**src/rtl/frame_receiver.sv**
```systemverilog
// frame_receiver
//   Receive side of the delay-test path. Parses test frames from the MAC RX
//   client interface and reports each accepted frame's sequence number and its
//   one-way delay (local time at byte 0 minus the embedded tx timestamp).
//   Also keeps good/bad/foreign/lost/out-of-order frame statistics.
//
// Ports
//   rx_clk            MAC RX client clock, all logic on the rising edge
//   reset             synchronous, active-high
//   chk_en            enable, looked at only on the first byte of a frame
//   clear_stats       zeroes the counters and the sequence tracking
//   cur_time[31:0]    free-running local time (rx_clk domain)
//   mac_rx_data[7:0]  RX byte, destination MAC first
//   mac_rx_dvld       byte valid, high for the whole frame
//   mac_rx_goodframe  one-cycle status pulse: frame passed the MAC checks
//   mac_rx_badframe   one-cycle status pulse: frame failed
//   result_valid      one-cycle pulse per accepted test frame
//   result_seq[31:0]  sequence number of that frame (held until next result)
//   result_delay[31:0] cur_time at byte 0 minus tx timestamp, mod 2^32
//   good_cnt, bad_cnt, foreign_cnt, lost_cnt, ooo_cnt [CNT_W-1:0] statistics
//
// Frame layout (byte index): 0-11 MACs, 12-13 EtherType, 14-17 sequence,
// 18-21 tx timestamp, all big-endian; everything after byte 21 is ignored.
module frame_receiver #(
  parameter logic [15:0] ETHERTYPE = 16'h88B5,
  parameter int          CNT_W     = 32
) (
  input  logic             rx_clk,
  input  logic             reset,
  input  logic             chk_en,
  input  logic             clear_stats,
  input  logic [31:0]      cur_time,
  input  logic [7:0]       mac_rx_data,
  input  logic             mac_rx_dvld,
  input  logic             mac_rx_goodframe,
  input  logic             mac_rx_badframe,
  output logic             result_valid,
  output logic [31:0]      result_seq,
  output logic [31:0]      result_delay,
  output logic [CNT_W-1:0] good_cnt,
  output logic [CNT_W-1:0] bad_cnt,
  output logic [CNT_W-1:0] foreign_cnt,
  output logic [CNT_W-1:0] lost_cnt,
  output logic [CNT_W-1:0] ooo_cnt
);

  typedef enum logic [2:0] {S_IDLE, S_HDR, S_DRAIN, S_STATUS, S_SKIP} state_t;

  localparam int SW = ((CNT_W > 32) ? CNT_W : 32) + 1;

  // Saturating add used for the lost-frame counter.
  function automatic logic [CNT_W-1:0] sat_add(input logic [CNT_W-1:0] a,
                                               input logic [31:0]      b);
    logic [SW-1:0] s;
    s = SW'(a) + SW'(b);
    if (s > SW'({CNT_W{1'b1}})) sat_add = {CNT_W{1'b1}};
    else                        sat_add = s[CNT_W-1:0];
  endfunction

  state_t            r_state, w_state_nx;
  logic [4:0]        r_byte_cnt;
  logic [31:0]       r_t_rx;
  logic [15:0]       r_etype, w_etype_nx;
  logic [31:0]       r_seq, w_seq_nx;
  logic [31:0]       r_ts, w_ts_nx;
  logic              r_runt, r_done, r_dvld_d;
  logic [31:0]       r_exp_seq, w_exp_seq_nx;
  logic              r_exp_vld, w_exp_vld_nx;
  logic              r_res_vld, w_res_vld_nx;
  logic [31:0]       r_res_seq, r_res_delay;
  logic [CNT_W-1:0]  r_good, r_bad, r_foreign, r_lost, r_ooo;
  logic [CNT_W-1:0]  w_good_nx, w_bad_nx, w_foreign_nx, w_lost_nx, w_ooo_nx;

  logic        w_stat, w_good_st, w_rise, w_runt, w_foreign;
  logic        w_start, w_cls, w_done_set, w_done_clr, w_runt_set;
  logic [31:0] w_seq_d;

  assign w_stat    = mac_rx_goodframe | mac_rx_badframe;
  assign w_good_st = mac_rx_goodframe & ~mac_rx_badframe;
  assign w_rise    = mac_rx_dvld & ~r_dvld_d;

  // Header fields including the byte on the bus this cycle, so a status pulse
  // coincident with the last header byte classifies with complete fields.
  always_comb begin
    w_etype_nx = r_etype;
    w_seq_nx   = r_seq;
    w_ts_nx    = r_ts;
    if (r_state == S_HDR && mac_rx_dvld) begin
      if (r_byte_cnt == 5'd12 || r_byte_cnt == 5'd13)
        w_etype_nx = {r_etype[7:0], mac_rx_data};
      else if (r_byte_cnt >= 5'd14 && r_byte_cnt <= 5'd17)
        w_seq_nx = {r_seq[23:0], mac_rx_data};
      else if (r_byte_cnt >= 5'd18 && r_byte_cnt <= 5'd21)
        w_ts_nx = {r_ts[23:0], mac_rx_data};
    end
  end

  // Still in HDR at classification means fewer than 22 bytes arrived, unless
  // the current byte is byte 21.
  always_comb begin
    if (r_state == S_HDR) w_runt = mac_rx_dvld ? (r_byte_cnt < 5'd21) : 1'b1;
    else                  w_runt = r_runt;
  end
  assign w_foreign = w_runt | (w_etype_nx != ETHERTYPE);

  always_ff @(posedge rx_clk) begin
    if (reset) r_state <= S_IDLE;
    else       r_state <= w_state_nx;
  end

  always_comb begin
    w_state_nx = r_state;
    w_start    = 1'b0;
    w_cls      = 1'b0;
    w_done_set = 1'b0;
    w_done_clr = 1'b0;
    w_runt_set = 1'b0;
    unique case (r_state)
      S_IDLE: begin
        if (mac_rx_dvld) begin
          // dvld already high last cycle: tail of a frame cut short by reset.
          if (r_dvld_d) begin
            w_state_nx = S_SKIP;
            w_done_clr = 1'b1;
          end else begin
            w_start    = 1'b1;
            w_state_nx = chk_en ? S_HDR : S_SKIP;
          end
        end
      end
      S_HDR: begin
        if (mac_rx_dvld) begin
          if (w_stat) begin
            w_cls      = 1'b1;
            w_done_set = 1'b1;
            w_state_nx = S_DRAIN;
          end else if (r_byte_cnt == 5'd21) begin
            w_state_nx = S_DRAIN;
          end
        end else begin
          w_runt_set = 1'b1;
          if (w_stat) begin
            w_cls      = 1'b1;
            w_state_nx = S_IDLE;
          end else begin
            w_state_nx = S_STATUS;
          end
        end
      end
      S_DRAIN: begin
        // r_done: status already taken with the last byte; just wait for dvld low.
        if (r_done) begin
          if (!mac_rx_dvld) w_state_nx = S_IDLE;
        end else if (mac_rx_dvld) begin
          if (w_stat) begin
            w_cls      = 1'b1;
            w_done_set = 1'b1;
          end
        end else if (w_stat) begin
          w_cls      = 1'b1;
          w_state_nx = S_IDLE;
        end else begin
          w_state_nx = S_STATUS;
        end
      end
      S_STATUS: begin
        // A new frame before any status closes the old one as bad.
        if (w_stat || mac_rx_dvld) w_cls = 1'b1;
        if (mac_rx_dvld) begin
          w_start    = 1'b1;
          w_state_nx = chk_en ? S_HDR : S_SKIP;
        end else if (w_stat) begin
          w_state_nx = S_IDLE;
        end
      end
      S_SKIP: begin
        if (w_rise) begin
          w_start    = 1'b1;
          w_state_nx = chk_en ? S_HDR : S_SKIP;
        end else if (!mac_rx_dvld && (w_stat || r_done)) begin
          w_state_nx = S_IDLE;
        end else if (w_stat) begin
          w_done_set = 1'b1;
        end
      end
      default: w_state_nx = S_IDLE;
    endcase
  end

  // Statistics and sequence tracking. A clear coinciding with a
  // classification clears first, then counts the frame.
  assign w_seq_d = w_seq_nx - r_exp_seq;

  always_comb begin
    w_good_nx    = clear_stats ? '0 : r_good;
    w_bad_nx     = clear_stats ? '0 : r_bad;
    w_foreign_nx = clear_stats ? '0 : r_foreign;
    w_lost_nx    = clear_stats ? '0 : r_lost;
    w_ooo_nx     = clear_stats ? '0 : r_ooo;
    w_exp_vld_nx = clear_stats ? 1'b0 : r_exp_vld;
    w_exp_seq_nx = r_exp_seq;
    w_res_vld_nx = 1'b0;
    if (w_cls) begin
      if (!w_good_st) begin
        w_bad_nx = w_bad_nx + CNT_W'(1);
      end else if (w_foreign) begin
        w_foreign_nx = w_foreign_nx + CNT_W'(1);
      end else begin
        w_good_nx    = w_good_nx + CNT_W'(1);
        w_res_vld_nx = 1'b1;
        if (!w_exp_vld_nx) begin
          w_exp_vld_nx = 1'b1;
          w_exp_seq_nx = w_seq_nx + 32'd1;
        end else if (w_seq_d == 32'd0) begin
          w_exp_seq_nx = w_seq_nx + 32'd1;
        end else if (!w_seq_d[31]) begin
          w_lost_nx    = sat_add(w_lost_nx, w_seq_d);
          w_exp_seq_nx = w_seq_nx + 32'd1;
        end else begin
          w_ooo_nx = w_ooo_nx + CNT_W'(1);
        end
      end
    end
  end

  // Header capture registers carry no reset; r_dvld_d is deliberately left
  // unreset so a frame still streaming after reset is recognised as a tail.
  always_ff @(posedge rx_clk) begin
    r_dvld_d <= mac_rx_dvld;
    r_etype  <= w_etype_nx;
    r_seq    <= w_seq_nx;
    r_ts     <= w_ts_nx;
    r_exp_seq <= w_exp_seq_nx;
    if (w_start) r_t_rx <= cur_time;
  end

  always_ff @(posedge rx_clk) begin
    if (reset) begin
      r_byte_cnt  <= 5'd0;
      r_runt      <= 1'b0;
      r_done      <= 1'b0;
      r_exp_vld   <= 1'b0;
      r_res_vld   <= 1'b0;
      r_res_seq   <= 32'd0;
      r_res_delay <= 32'd0;
      r_good      <= '0;
      r_bad       <= '0;
      r_foreign   <= '0;
      r_lost      <= '0;
      r_ooo       <= '0;
    end else begin
      if (w_start)
        r_byte_cnt <= 5'd1;
      else if ((r_state == S_HDR || r_state == S_DRAIN) && mac_rx_dvld &&
               r_byte_cnt != 5'd22)
        r_byte_cnt <= r_byte_cnt + 5'd1;
      if (w_start)         r_runt <= 1'b0;
      else if (w_runt_set) r_runt <= 1'b1;
      if (w_start || w_done_clr) r_done <= 1'b0;
      else if (w_done_set)       r_done <= 1'b1;
      r_exp_vld <= w_exp_vld_nx;
      r_res_vld <= w_res_vld_nx;
      if (w_res_vld_nx) begin
        r_res_seq   <= w_seq_nx;
        r_res_delay <= r_t_rx - w_ts_nx;
      end
      r_good    <= w_good_nx;
      r_bad     <= w_bad_nx;
      r_foreign <= w_foreign_nx;
      r_lost    <= w_lost_nx;
      r_ooo     <= w_ooo_nx;
    end
  end

  assign result_valid = r_res_vld;
  assign result_seq   = r_res_seq;
  assign result_delay = r_res_delay;
  assign good_cnt     = r_good;
  assign bad_cnt      = r_bad;
  assign foreign_cnt  = r_foreign;
  assign lost_cnt     = r_lost;
  assign ooo_cnt      = r_ooo;

endmodule
```
**config.mk**
```make
export PLATFORM = sky130hd
export DESIGN_NAME = frame_receiver
export DESIGN_NICKNAME = d
export VERILOG_FILES = /design/src/rtl/frame_receiver.sv
export SDC_FILE = /design/constraint.sdc
export NUM_CORES = 1
export LEC_CHECK = 0
export BUFFER_PORTS_ARGS = -buffer_cell sky130_fd_sc_hd__buf_2
export CAP_MARGIN = 20
export CORE_UTILIZATION = 45
export DETAILED_ROUTE_END_ITERATION = 16
export HOLD_SLACK_MARGIN = 0.02
export PLACE_DENSITY = 0.77
export SKIP_CTS_REPAIR_TIMING = 1
export SYNTH_ARGS = -nofsm -noshare
export SYNTH_HDL_FRONTEND = slang
export SYNTH_SLANG_ARGS = --single-unit
```
**constraint.sdc**
```tcl
create_clock -name rx_clk -period 7.2 [get_ports rx_clk]
set_input_delay 0 -clock rx_clk [delete_from_list [all_inputs] [get_ports rx_clk]]
set_output_delay 0 -clock rx_clk [all_outputs]
set_load 0.02 [all_outputs]
```
Word-level counts from Yosys, hierarchy flattened
Index checks and enable logic that the tools add are counted.
Storage, ports and cells
  logic and storage cells: 159
  output and inout port bits: 225
  input bits: 47
  register bits after elaboration: 381
Cells by class
  bitwise gates (word level): 7
  order comparisons: 6
  reduce and logical (&&, ||, !) cells: 19
  muxes and demuxes: 83
  add/subtract/negate cells: 9
  eq/ne operators: 15
Operators by type and width (count)
  $mux W32: 36
  $add A32 B1 Y32 const B: 5
  $sub A32 B32 Y32: 2
  $mux W3: 13
  $add A32 B32 Y33: 1
  $gt A33 B32 Y1 const B: 1
  $logic_not A32 Y1: 1
  $mux W16: 2
  $mux W1: 27
  $ne A16 B16 Y1 const B: 1
  $pmux W3 S5: 1
  $eq A5 B4 Y1 const B: 2
  $le A5 B5 Y1 const B: 2
  $pmux W1 S3: 3
  $eq A3 B2 Y1 const B: 2
  $logic_and A1 B1 Y1: 6
  $ne A3 B3 Y1 const B: 2
  $add A5 B1 Y5 const B: 1
  $eq A5 B5 Y1 const B: 1
  $ge A5 B4 Y1 const B: 1
  $ge A5 B5 Y1 const B: 1
  $logic_or A1 B1 Y1: 5
  $lt A5 B5 Y1 const B: 1
  $ne A5 B5 Y1 const B: 1
  other kinds (15): 21

Logic depth before layout (Yosys ltp)
Gate-level depths: netlist of the first run.
  word-level depth: 15
  gate-level depth with buffers: 32
  gate-level depth less buffers: 26

Worst setup path after synthesis of the first run
Ideal clock, no wire load.
  path type: reg2reg
  from: reg r_byte_cnt[1]
  to: reg r_lost[0] (netlist: lost_cnt[0])
  required time: 7.078 ns
  stages on the path, launching flop included: 28
  arrival time: 7.064 ns
  library setup time: 0.122 ns
  buffers on the path: 4
  period minus slack after synthesis: 7.185 ns
  slack: 0.015 ns
  cells stage by stage: dfxtp_1 -> inv_1 -> ha_1 -> or2_2 -> a211oi_4 -> buf_8 -> buf_2 -> clkbuf_1 -> buf_2 -> mux2i_1 -> ha_1 -> inv_1 -> fa_1 -> a21o_1 -> a221o_1 -> o21a_1 -> xor2_1 -> ha_1 -> a21o_1 -> a21oi_1 -> a31oi_1 -> a41oi_1 -> or3_1 -> nand3_1 -> o211ai_1 -> nand2_1 -> or2_2 -> o311a_1
Between the ends
  cells in the longest elaborated chain, start to end: 15
  elaborated cells between the ends (all ways): 27
  classes of those cells: 2 x add/sub; 4 x order compare; 3 x eq/ne; 14 x mux; 1 x bitwise; 3 x reduce/logical
RTL lines
  start: declaration: line 61  | logic [4:0] r_byte_cnt;
  start signal: assignment: line 256  | r_byte_cnt <= r_byte_cnt + 5'd1;
  $ge A5 B4 Y1 or $le A5 B5 Y1 (tied branches): line 91  | else if (r_byte_cnt >= 5'd14 && r_byte_cnt <= 5'd17)
  $logic_and A1 B1 Y1: line 91
  $mux W32: line 91
  $mux W32: line 89  | if (r_byte_cnt == 5'd12 || r_byte_cnt == 5'd13)
  $mux W32: line 88  | if (r_state == S_HDR && mac_rx_dvld) begin
  $sub A32 B32 Y32: line 192  | assign w_seq_d = w_seq_nx - r_exp_seq;
  $add A32 B32 Y33: line 55  | s = SW'(a) + SW'(b);
  $gt A33 B32 Y1: line 56  | if (s > SW'({CNT_W{1'b1}})) sat_add = {CNT_W{1'b1}};
  $mux W32: line 56
  $mux W32: line 216  | end else if (!w_seq_d[31]) begin
  $mux W32: line 214  | end else if (w_seq_d == 32'd0) begin
  $mux W32: line 211  | if (!w_exp_vld_nx) begin
  $mux W32 *: line 206  | end else if (w_foreign) begin
  $mux W32 *: line 204  | if (!w_good_st) begin
  $mux W32 *: line 203  | if (w_cls) begin
  end signal: assignment: line 270  | r_lost <= w_lost_nx;
  end: declaration: line 71  | logic [CNT_W-1:0] r_good, r_bad, r_foreign, r_lost, r_ooo;
Every way passes the cells marked *; elsewhere a longest branch is shown, timed or not.
A chain may end at the register's enable or synchronous reset.

Worst setup path in the final report of the first run
  from: reg r_byte_cnt[1]
  to: reg r_lost[31] (netlist: lost_cnt[31])
Between the ends
  cells in the longest elaborated chain, start to end: 15
  elaborated cells between the ends (all ways): 27
  classes of those cells: 2 x add/sub; 4 x order compare; 3 x eq/ne; 14 x mux; 1 x bitwise; 3 x reduce/logical
RTL lines
  $ge A5 B4 Y1 or $le A5 B5 Y1 (tied branches): line 91
  $logic_and A1 B1 Y1: line 91
  $mux W32: line 91
  $mux W32 *: line 89
  $mux W32 *: line 88
  named net w_seq_nx[1]: line 64  | logic [31:0] r_seq, w_seq_nx;
  $sub A32 B32 Y32 *: line 192
  $add A32 B32 Y33: line 55
  $gt A33 B32 Y1: line 56
  $mux W32: line 56
  $mux W32: line 216
  $mux W32 *: line 214
  $mux W32 *: line 211
  $mux W32 *: line 206
  $mux W32 *: line 204
  $mux W32 *: line 203
The timed path passes the listed nets; every way through them passes the cells marked *.

==> impl_metrics.py, run 1 <==
metrics = {
    "synth": {
        "synthTopCellsByArea": "dfxtp_1 30%, edfxtp_1 9.1%, ha_1 6.1%, xnor2_1 5.4%, nor2_1 4.6%",
        "synth_top_cell_by_area": "dfxtp_1",
        "netlist_area_um2": 21000,
        "ys_seq_area_frac": 0.394,
        "ys_seq_elements": 381,
        "synth_edf_count": 64,
        "synth_area_per_cell_um2": 8.78,
        "synth_top_area_frac": 0.302,
        "yosys_warnings": 0,
        "syn_nets": 2546,
        "synth_flop_cell": "dfxtp_1",
        "netlist_instances": 2393,
        "async_flop_share": 0,
        "yosysUniqueCellTypes": 96,
    },
    "global_route": {
        "grt_overflow_total": 0,
        "grt_use_total": 0.243,
        "grt_pass1_wl_um": 93900,
        "grt_pass1_vias": 18129,
        "grt_start_max_net_pins": 84,
        "antenna_found_initial": 1,
    },
    "routing": {
        "vias": 18805,
        "drc": 0,
        "drt-wirelength-per-cell_um": 18.1,
        "ant_nets": 0,
        "dr.pass1.iters": 5,
        "drt_iter0_markers": 1448,
        "vias_per_cell": 5.63,
        "drt-total-wl_um": 60500,
    },
    "finish": {
        "mostFrequentLayoutCells": "317 x dfxtp_1, 270 x buf_2, 256 x nor2_1",
        "fin_area_um2": 25000,
        "syn2layout_area_growth_pct": 19.0,
        "fin_util": 0.547,
        "nNetsFinal": 2858,
        "drive_gt1_frac": 0.174,
        "final_common_cell": "dfxtp_1",
        "instances_no_fill": 3343,
        "fillers": 4074,
    },
    "cts": {
        "numCtsBuffers": 43,
        "cts.sinks": 381,
        "cts.clk_slew.worst_paths_ps": 60,
        "cts_tree": "built",
        "cts.htree.levels": 2,
        "clk_latency_ps": 570,
        "clk_path_buf_depth": 3,
        "cts-root-buf": "clkbuf_16",
    },
    "placement": {
        "dp_hpwl_um": 43800,
        "finalWeightedCongestion": 0.977,
        "dp.cells": 3213,
        "place_ws_ps": 153,
        "dpl_cell_area_um2": 23100,
        "buffer_ports.inserted": 271,
    },
    "setup_path": {
        "critPathLaunchType": "flop",
        "crit_required_ps": 7700,
        "max_stage_delay_ps": 510,
        "worst_path_dominant_cell_family": "compound AO/OA/AOI/OAI gates",
        "cp.arrival_ps": 7260,
        "path_cells": "inv_1 -> ha_1 -> or2_2 -> a211oi_4 -> buf_4 -> mux2_2 -> fa_1 -> a21o_1 -> a221o_1 -> o21a_1 -> xor2_1 -> ha_1 -> a21o_1 -> a21oi_1 -> a31oi_1 -> a21oi_2 -> a2111oi_2 -> o31ai_1 -> o21ai_0 -> buf_4 -> o311ai_0 -> o221a_2",
        "cpMaxStageDelayCell": "dfxtp_1",
        "crit_type": "flop to flop",
        "path_buf_inv": 3,
        "worstSetupEndpointType": "flop",
        "cp_max_fo": 9,
    },
    "power": {
        "peakVddDrop_v": 0.000212,
        "p_leak_nw": 10.8,
        "power_mw": 4.76,
        "power_density_nw_per_um2": 191,
    },
    "sta": {
        "period_needed_ps": 6760,
        "drv_slew": 0,
        "fin_crit_sh": 0.939,
        "setup_viol": 0,
        "rsz0062_at_grt": "no",
        "hold_viol_final": 1,
        "worst_slack_ps": 440,
        "slew_headroom": 0.320,
        "fmax_ghz": 0.148,
        "worstMarginPinSlew_ps": 1020,
        "fin_hold_ws_ps": -8.33,
        "skew_ps": 19.5,
    },
    "die": {
        "rows": 78,
        "die_x_um": 218,
        "ios": 272,
        "die_area_um2": 47600,
        "dieHeight_um": 218,
        "core_area_um2": 45700,
        "initial_core_util": 0.460,
    },
    "outcome": {
        "status": "complete, but fails checks",
        "violations": "hold timing",
    },
    "job": {
        "maxCapViolCount": 0,
    },
    "hold_path": {
        "hold_class": "input port to flop",
    },
}
[stage by stage]
stage	hold WS, ps	setup TNS [ps]
global placement	177	0
detailed placement	178	0
finish	-8.33	0
global route	38.6	0
floorplan	27.7	0
CTS	-428	-7.72
[worst min-delay path, stage by stage]
cell      delay (ps)
buf_2            120
or2_2            160
nor2_1            50
o21bai_1         110
a21oi_1           60
[per-layer routing]
metal	GRT usage	wire (µm)	vias to the layer above
li1	-	-	9077
met1	0.321	26800	8974
met2	0.398	28200	637
met3	0.0439	3930	117
met4	0.0834	1560	0
met5	0	0	-
[area by class of cell]
type	count	area (µm²)	area share
Antenna cell	4	10.0	0.000400
Multi-Input combinational cell	1778	11900	0.474
Clock inverter	21	195	0.00781
Clock buffer	58	1200	0.0481
Inverter	143	537	0.0215
Timing Repair Buffer	358	2170	0.0870
Tap cell	600	751	0.0300
Sequential cell	381	8270	0.331
[synth_stat cells, types with 41 or more instances]
library cell	number
xnor2_1	130
a21oi_1	154
nor2b_1	65
edfxtp_1	64
nand4_1	45
mux2i_1	48
dfxtp_1	317
mux2_2	41
ha_1	103
nor2_1	256
nand2_1	216
clkbuf_1	70
inv_1	141
o21ai_0	71
xor2_1	83
nand3_1	69
a211oi_1	65
[cells by family after synthesis]
| kind of cell | share of synthesized area |
|---|---|
| AND/OR/NAND/NOR | 0.209 |
| flip-flops | 0.394 |
| XOR/XNOR | 0.0896 |
| buffers and inverters | 0.0442 |
| AO/OA/AOI/OAI | 0.153 |
| multiplexers | 0.0466 |
| adder cells (fa/ha/maj) | 0.0642 |
[state kept, by name (all words and copies together), names as in the netlist]
name and count:
result_seq 32, r_byte_cnt 5, r_exp_vld 1, r_ts 32, foreign_cnt 32, r_seq 32
r_dvld_d 1, r_state 3, lost_cnt 32, r_exp_seq 32, r_done 1, r_runt 1
good_cnt 32, r_etype 16, ooo_cnt 32, result_delay 32, result_valid 1, r_t_rx 32
bad_cnt 32
[power by group]
| part | switching (mW) | internal, mW |
|---|---|---|
| registers | 0.0215 | 2.19 |
| logic | 0.227 | 0.145 |
| clock network | 0.919 | 1.26 |
| total | 1.17 | 3.60 |
[worst paths after layout]
| check | start | end | slack, ps | cells after the start |
|---|---|---|---|---|
| hold reg to reg | result_delay[24] | result_delay[24] | 450 | 2 |
| setup reg to reg | r_byte_cnt[1] | lost_cnt[31] | 440 | 22 |
| hold / removal | mac_rx_badframe | r_state[2] | -8 | 5 |
| setup / recovery | r_byte_cnt[1] | lost_cnt[31] | 440 | 22 |
(Power assumes the default switching activity.)
==> inputs of run 2 (changes only) <==
--- a/config.mk
+++ b/config.mk
@@ -10,7 +10,7 @@
 export CORE_UTILIZATION = 45
 export DETAILED_ROUTE_END_ITERATION = 16
 export HOLD_SLACK_MARGIN = 0.02
-export PLACE_DENSITY = 0.77
+export PLACE_DENSITY = 0.75
 export SKIP_CTS_REPAIR_TIMING = 1
 export SYNTH_ARGS = -nofsm -noshare
 export SYNTH_HDL_FRONTEND = slang
==> constraint.sdc (replaced) <==
create_clock -name rx_clk -period 8.6 [get_ports rx_clk]
set_input_delay 0 -clock rx_clk [delete_from_list [all_inputs] [get_ports rx_clk]]
set_output_delay 0 -clock rx_clk [all_outputs]
set_load 0.02 [all_outputs]
==> run 2 against run 1 <==
The run now ends clean; maximum frequency decreased by 15%; clock power decreased by 10%; final cell count decreased by 0.78%; critical path depth increased by 3; cell area decreased by 0.60%; combinational power decreased by 20%; count of clock-buffer cells in the layout decreased by 4; sequential share of layout area increased by 0.20 points; total power decreased by 14%; via count decreased by 0.35%; critical path type unchanged; largest cell class unchanged; largest power group is now the clock network.
==> impl_metrics.py, run 2 (same netlist as run 1, synthesis figures left out) <==
metrics = {
    "outcome": {
        "status": "finished, final reports clean",
    },
    "finish": {
        "drive_gt1_frac": 0.165,
        "mostFrequentLayoutCells": "317 x dfxtp_1, 270 x buf_2, 256 x nor2_1",
        "syn2layout_area_growth_pct": 18.3,
        "fin_util": 0.544,
        "fillers": 4055,
        "final_common_cell": "dfxtp_1",
        "nNetsFinal": 2834,
    },
    "global_route": {
        "grt_pass1_wl_um": 93100,
        "grt_overflow_total": 0,
        "grt_use_total": 0.240,
        "antenna_found_initial": 0,
        "grt_start_max_net_pins": 82,
        "grt_pass1_vias": 17796,
    },
    "setup_path": {
        "path_buf_inv": 3,
        "crit_type": "flop to flop",
        "cp_max_fo": 21,
        "critPathLaunchType": "flop",
        "crit_required_ps": 9050,
        "max_stage_delay_ps": 820,
        "cpMaxStageDelayCell": "a211oi_4",
        "worst_path_dominant_cell_family": "compound AO/OA/AOI/OAI gates",
        "worstSetupEndpointType": "flop",
        "cp.arrival_ps": 8430,
    },
    "die": {
        "core_area_um2": 45700,
        "die_area_um2": 47600,
        "die_x_um": 218,
        "ios": 272,
        "initial_core_util": 0.460,
        "dieHeight_um": 218,
        "rows": 78,
    },
    "sta": {
        "skew_ps": 21.1,
        "tns_ps": 0,
        "fin_crit_sh": 0.928,
        "hold_viol_final": 0,
        "fmax_ghz": 0.125,
        "drv_slew": 0,
        "setup_viol": 0,
        "fin_hold_ws_ps": 36.7,
        "slew_headroom": 0.368,
        "worstMarginPinSlew_ps": 946,
        "rsz0062_at_grt": "no",
        "period_needed_ps": 7980,
    },
    "placement": {
        "dp_hpwl_um": 43800,
        "finalWeightedCongestion": 0.938,
        "buffer_ports.inserted": 271,
    },
    "power": {
        "switching_power_mw": 0.976,
        "p_leak_nw": 10.7,
        "power_density_nw_per_um2": 166,
        "pwr-share-seq": 0.452,
        "combPwrFrac": 0.072,
        "p_clk_frac": 0.476,
        "peakVddDrop_v": 0.000204,
        "p_sw_frac": 0.237,
        "intPower_mw": 3.14,
    },
    "routing": {
        "drt-wirelength-per-cell_um": 18.0,
        "dr.pass1.iters": 5,
        "vias_per_cell": 5.65,
        "drt_iter0_markers": 1431,
        "vias": 18740,
        "ant_nets": 0,
        "drt-total-wl_um": 59600,
        "drc": 0,
    },
    "cts": {
        "numCtsBuffers": 43,
        "cts.sinks": 381,
        "clk_latency_ps": 580,
        "cts.htree.levels": 2,
        "cts.clk_slew.worst_paths_ps": 60,
        "clk_path_buf_depth": 3,
        "cts_tree": "built",
        "cts-root-buf": "clkbuf_16",
    },
    "hold_path": {
        "hold_class": "input port to flop",
    },
    "job": {
        "maxCapViolCount": 0,
    },
}
-- run 2: worst paths after layout --
| path | startpoint | to | slack, ps | depth (start not counted) |
|---|---|---|---|---|
| worst max register to register | r_byte_cnt[1] | lost_cnt[0] | 620 | 25 |
| worst min-delay path | mac_rx_badframe | r_done | 40 | 4 |
| worst min register to register | result_delay[22] | result_delay[22] | 450 | 2 |
| worst max-delay path | r_byte_cnt[1] | lost_cnt[0] | 620 | 25 |
-- run 2: per-layer routing --
metal / routed length [µm] / part of all wire / global-route usage
met4: 1640 / 0.028 / 0.0795
met5: 0 / 0 / 0
met3: 3850 / 0.065 / 0.0453
met2: 27300 / 0.46 / 0.384
met1: 26800 / 0.45 / 0.324
-- run 2: metrics by stage --
stage | total power [mW] | cells | setup slack [ps] | instance area [µm²]
3_3_place_gp | 2.16 | 3190 | 922 | 22900
2_1_floorplan | 2.10 | 2393 | 1410 | 21000
5_1_grt | 4.26 | 3314 | 126 | 24800
6_report | 4.12 | 3317 | 617 | 24800
4_1_cts | 4.13 | 3268 | 758 | 24400
3_5_place_dp | 2.17 | 3190 | 835 | 22900
-- run 2: worst min-delay path, stage by stage --
cell	delay, ps
buf_2	120
or2_2	160
a31oi_1	90
a211oi_1	190
-- run 2: cell type report --
| type | count | area (µm²) | area share |
|---|---|---|---|
| repair buffers | 334 | 1950 | 0.0783 |
| clock buffers | 54 | 1210 | 0.0487 |
| diodes | 3 | 7.51 | 0.000302 |
| well taps | 600 | 751 | 0.0302 |
| inverters | 143 | 537 | 0.0216 |
| clock inverters | 24 | 304 | 0.0122 |
| flip-flops and latches | 381 | 8270 | 0.333 |
| multi-input cells | 1778 | 11800 | 0.476 |
-- run 2: power by group through the flow --
stage	clock (mW)	combinational (mW)	sequential [mW]
final	1.96	0.296	1.86
after global routing	2.07	0.327	1.86
after CTS	1.99	0.275	1.86
after detailed placement	0	0.272	1.90
after global placement	0	0.266	1.90
after floorplan	0	0.210	1.89
==> inputs of run 3 (changes only) <==
==> constraint.sdc (replaced) <==
create_clock -name rx_clk -period 7.4 [get_ports rx_clk]
set_input_delay 0 -clock rx_clk [delete_from_list [all_inputs] [get_ports rx_clk]]
set_output_delay 0 -clock rx_clk [all_outputs]
set_load 0.02 [all_outputs]
==> run 3 against run 2 <==
Final cell count increased by 0.18%; flip-flop and latch count unchanged; worst hold slack got worse by 1.2 ps; critical path depth increased by 1; clock skew decreased by 8.8 ps; largest cell class unchanged; largest power group unchanged.
==> impl_metrics.py, run 3 (same netlist as run 1, synthesis figures left out) <==
metrics = {
    "outcome": {
        "status": "finished, final reports clean",
    },
    "cts": {
        "clk_latency_ps": 570,
        "cts-root-buf": "clkbuf_16",
        "clk_path_buf_depth": 3,
        "cts.sinks": 381,
        "cts.clk_slew.worst_paths_ps": 60,
        "cts_tree": "built",
        "cts.htree.levels": 2,
        "numCtsBuffers": 44,
    },
    "global_route": {
        "grt_use_total": 0.242,
        "antenna_found_initial": 1,
        "grt_pass1_wl_um": 93500,
        "grt_start_max_net_pins": 81,
        "grt_overflow_total": 0,
        "grt_pass1_vias": 17795,
    },
    "routing": {
        "drc": 0,
        "drt-total-wl_um": 59700,
        "top_layer_used": "met4",
        "drt-wirelength-per-cell_um": 18.0,
        "ant_nets": 0,
        "wl_met3_um": 3940,
        "met1_length_um": 26800,
        "wl_met2_um": 27300,
        "vias": 18597,
        "dr.pass1.iters": 6,
        "vias_per_cell": 5.60,
        "drt_iter0_markers": 1617,
    },
    "placement": {
        "dp.cells": 3195,
        "finalWeightedCongestion": 0.917,
        "buffer_ports.inserted": 271,
        "dp_hpwl_um": 43400,
        "place_ws_ps": 404,
        "dpl_cell_area_um2": 22900,
    },
    "sta": {
        "fin_hold_ws_ps": 35.5,
        "skew_ps": 12.3,
        "hold_viol_final": 0,
        "rsz0062_at_grt": "no",
        "period_needed_ps": 6890,
        "fin_crit_sh": 0.931,
        "setup_viol": 0,
        "worst_slack_ps": 509,
        "fmax_ghz": 0.145,
        "tns_ps": 0,
        "worstMarginPinSlew_ps": 926,
        "slew_headroom": 0.380,
        "drv_slew": 0,
    },
    "setup_path": {
        "cp_max_fo": 42,
        "worstSetupEndpointType": "flop",
        "cp.arrival_ps": 7340,
        "crit_required_ps": 7850,
        "crit_type": "flop to flop",
        "critPathLaunchType": "flop",
    },
    "finish": {
        "fillers": 4072,
        "mostFrequentLayoutCells": "317 x dfxtp_1, 270 x buf_2, 255 x nor2_1",
        "fin_area_um2": 25000,
        "instances_no_fill": 3323,
        "nNetsFinal": 2840,
        "syn2layout_area_growth_pct": 19.0,
        "drive_gt1_frac": 0.169,
        "final_common_cell": "dfxtp_1",
    },
    "power": {
        "peakVddDrop_v": 0.000289,
        "p_clk_frac": 0.485,
        "combPwrFrac": 0.071,
        "p_sw_frac": 0.233,
        "intPower_mw": 3.74,
        "pwr-share-seq": 0.444,
        "p_leak_nw": 10.8,
        "switching_power_mw": 1.13,
        "power_density_nw_per_um2": 195,
    },
    "die": {
        "core_area_um2": 45700,
        "ios": 272,
        "initial_core_util": 0.460,
        "die_area_um2": 47600,
        "rows": 78,
        "die_x_um": 218,
        "dieHeight_um": 218,
    },
    "hold_path": {
        "hold_class": "input port to flop",
    },
    "job": {
        "maxCapViolCount": 0,
    },
}
run 3: worst paths after layout:
kind / startpoint / endpoint / slack, ps / cells past startpoint
setup / recovery: r_byte_cnt[1] / lost_cnt[0] / 510 / 26
hold / removal: mac_rx_badframe / foreign_cnt[1] / 40 / 5
setup reg to reg: r_byte_cnt[1] / lost_cnt[0] / 510 / 26
hold reg to reg: result_delay[25] / result_delay[25] / 450 / 2
run 3: critical path, stage by stage (launching register included):
cell and delay, ps:
dfxtp_1 480, inv_1 110, ha_1 230, or2_2 340, a211oi_4 330, buf_12 300, mux2i_2 350, inv_1 150
ha_2 460, nand2_1 130, nor2_2 230, a21oi_1 130, o221a_2 340, o2111a_1 250, a211o_1 330, ha_1 400
a21o_1 210, a21o_1 160, a21o_1 180, a21oi_1 190, nor2_1 60, a31oi_1 210, nand3_1 110, o211ai_1 180
nand2_1 180, or2_2 330, o311a_1 350
run 3: through the flow:
stage	utilization	total power, mW
after CTS	0.536	4.89
after floorplan	-	2.44
after detailed placement	0.502	2.53
after global placement	0.502	2.51
final	0.547	4.87
after global routing	0.547	5.04
run 3: area by class of cell:
class / count / area [µm²] / area share
multi-input cells: 1778 / 11900 / 0.474
flip-flops and latches: 381 / 8270 / 0.331
repair buffers: 339 / 2000 / 0.0799
clock buffers: 62 / 1290 / 0.0517
well taps: 600 / 751 / 0.0300
inverters: 143 / 537 / 0.0215
clock inverters: 19 / 294 / 0.0118
diodes: 1 / 2.50 / 0.000100
run 3: routing by layer:
layer | vias up | global-route usage
met3 | 112 | 0.0439
met4 | 0 | 0.0774
met2 | 596 | 0.388
li1 | 9046 | -
met5 | - | 0
met1 | 8843 | 0.327
run 3: power groups by stage:
stage               Sequential, mW  Combinational [mW]  Clock, mW
floorplan                     2.19               0.245          0
finish                        2.16               0.345       2.36
detailed placement            2.21               0.318          0
global placement              2.21               0.308          0
CTS                           2.16               0.321       2.40
global route                  2.17               0.381       2.49
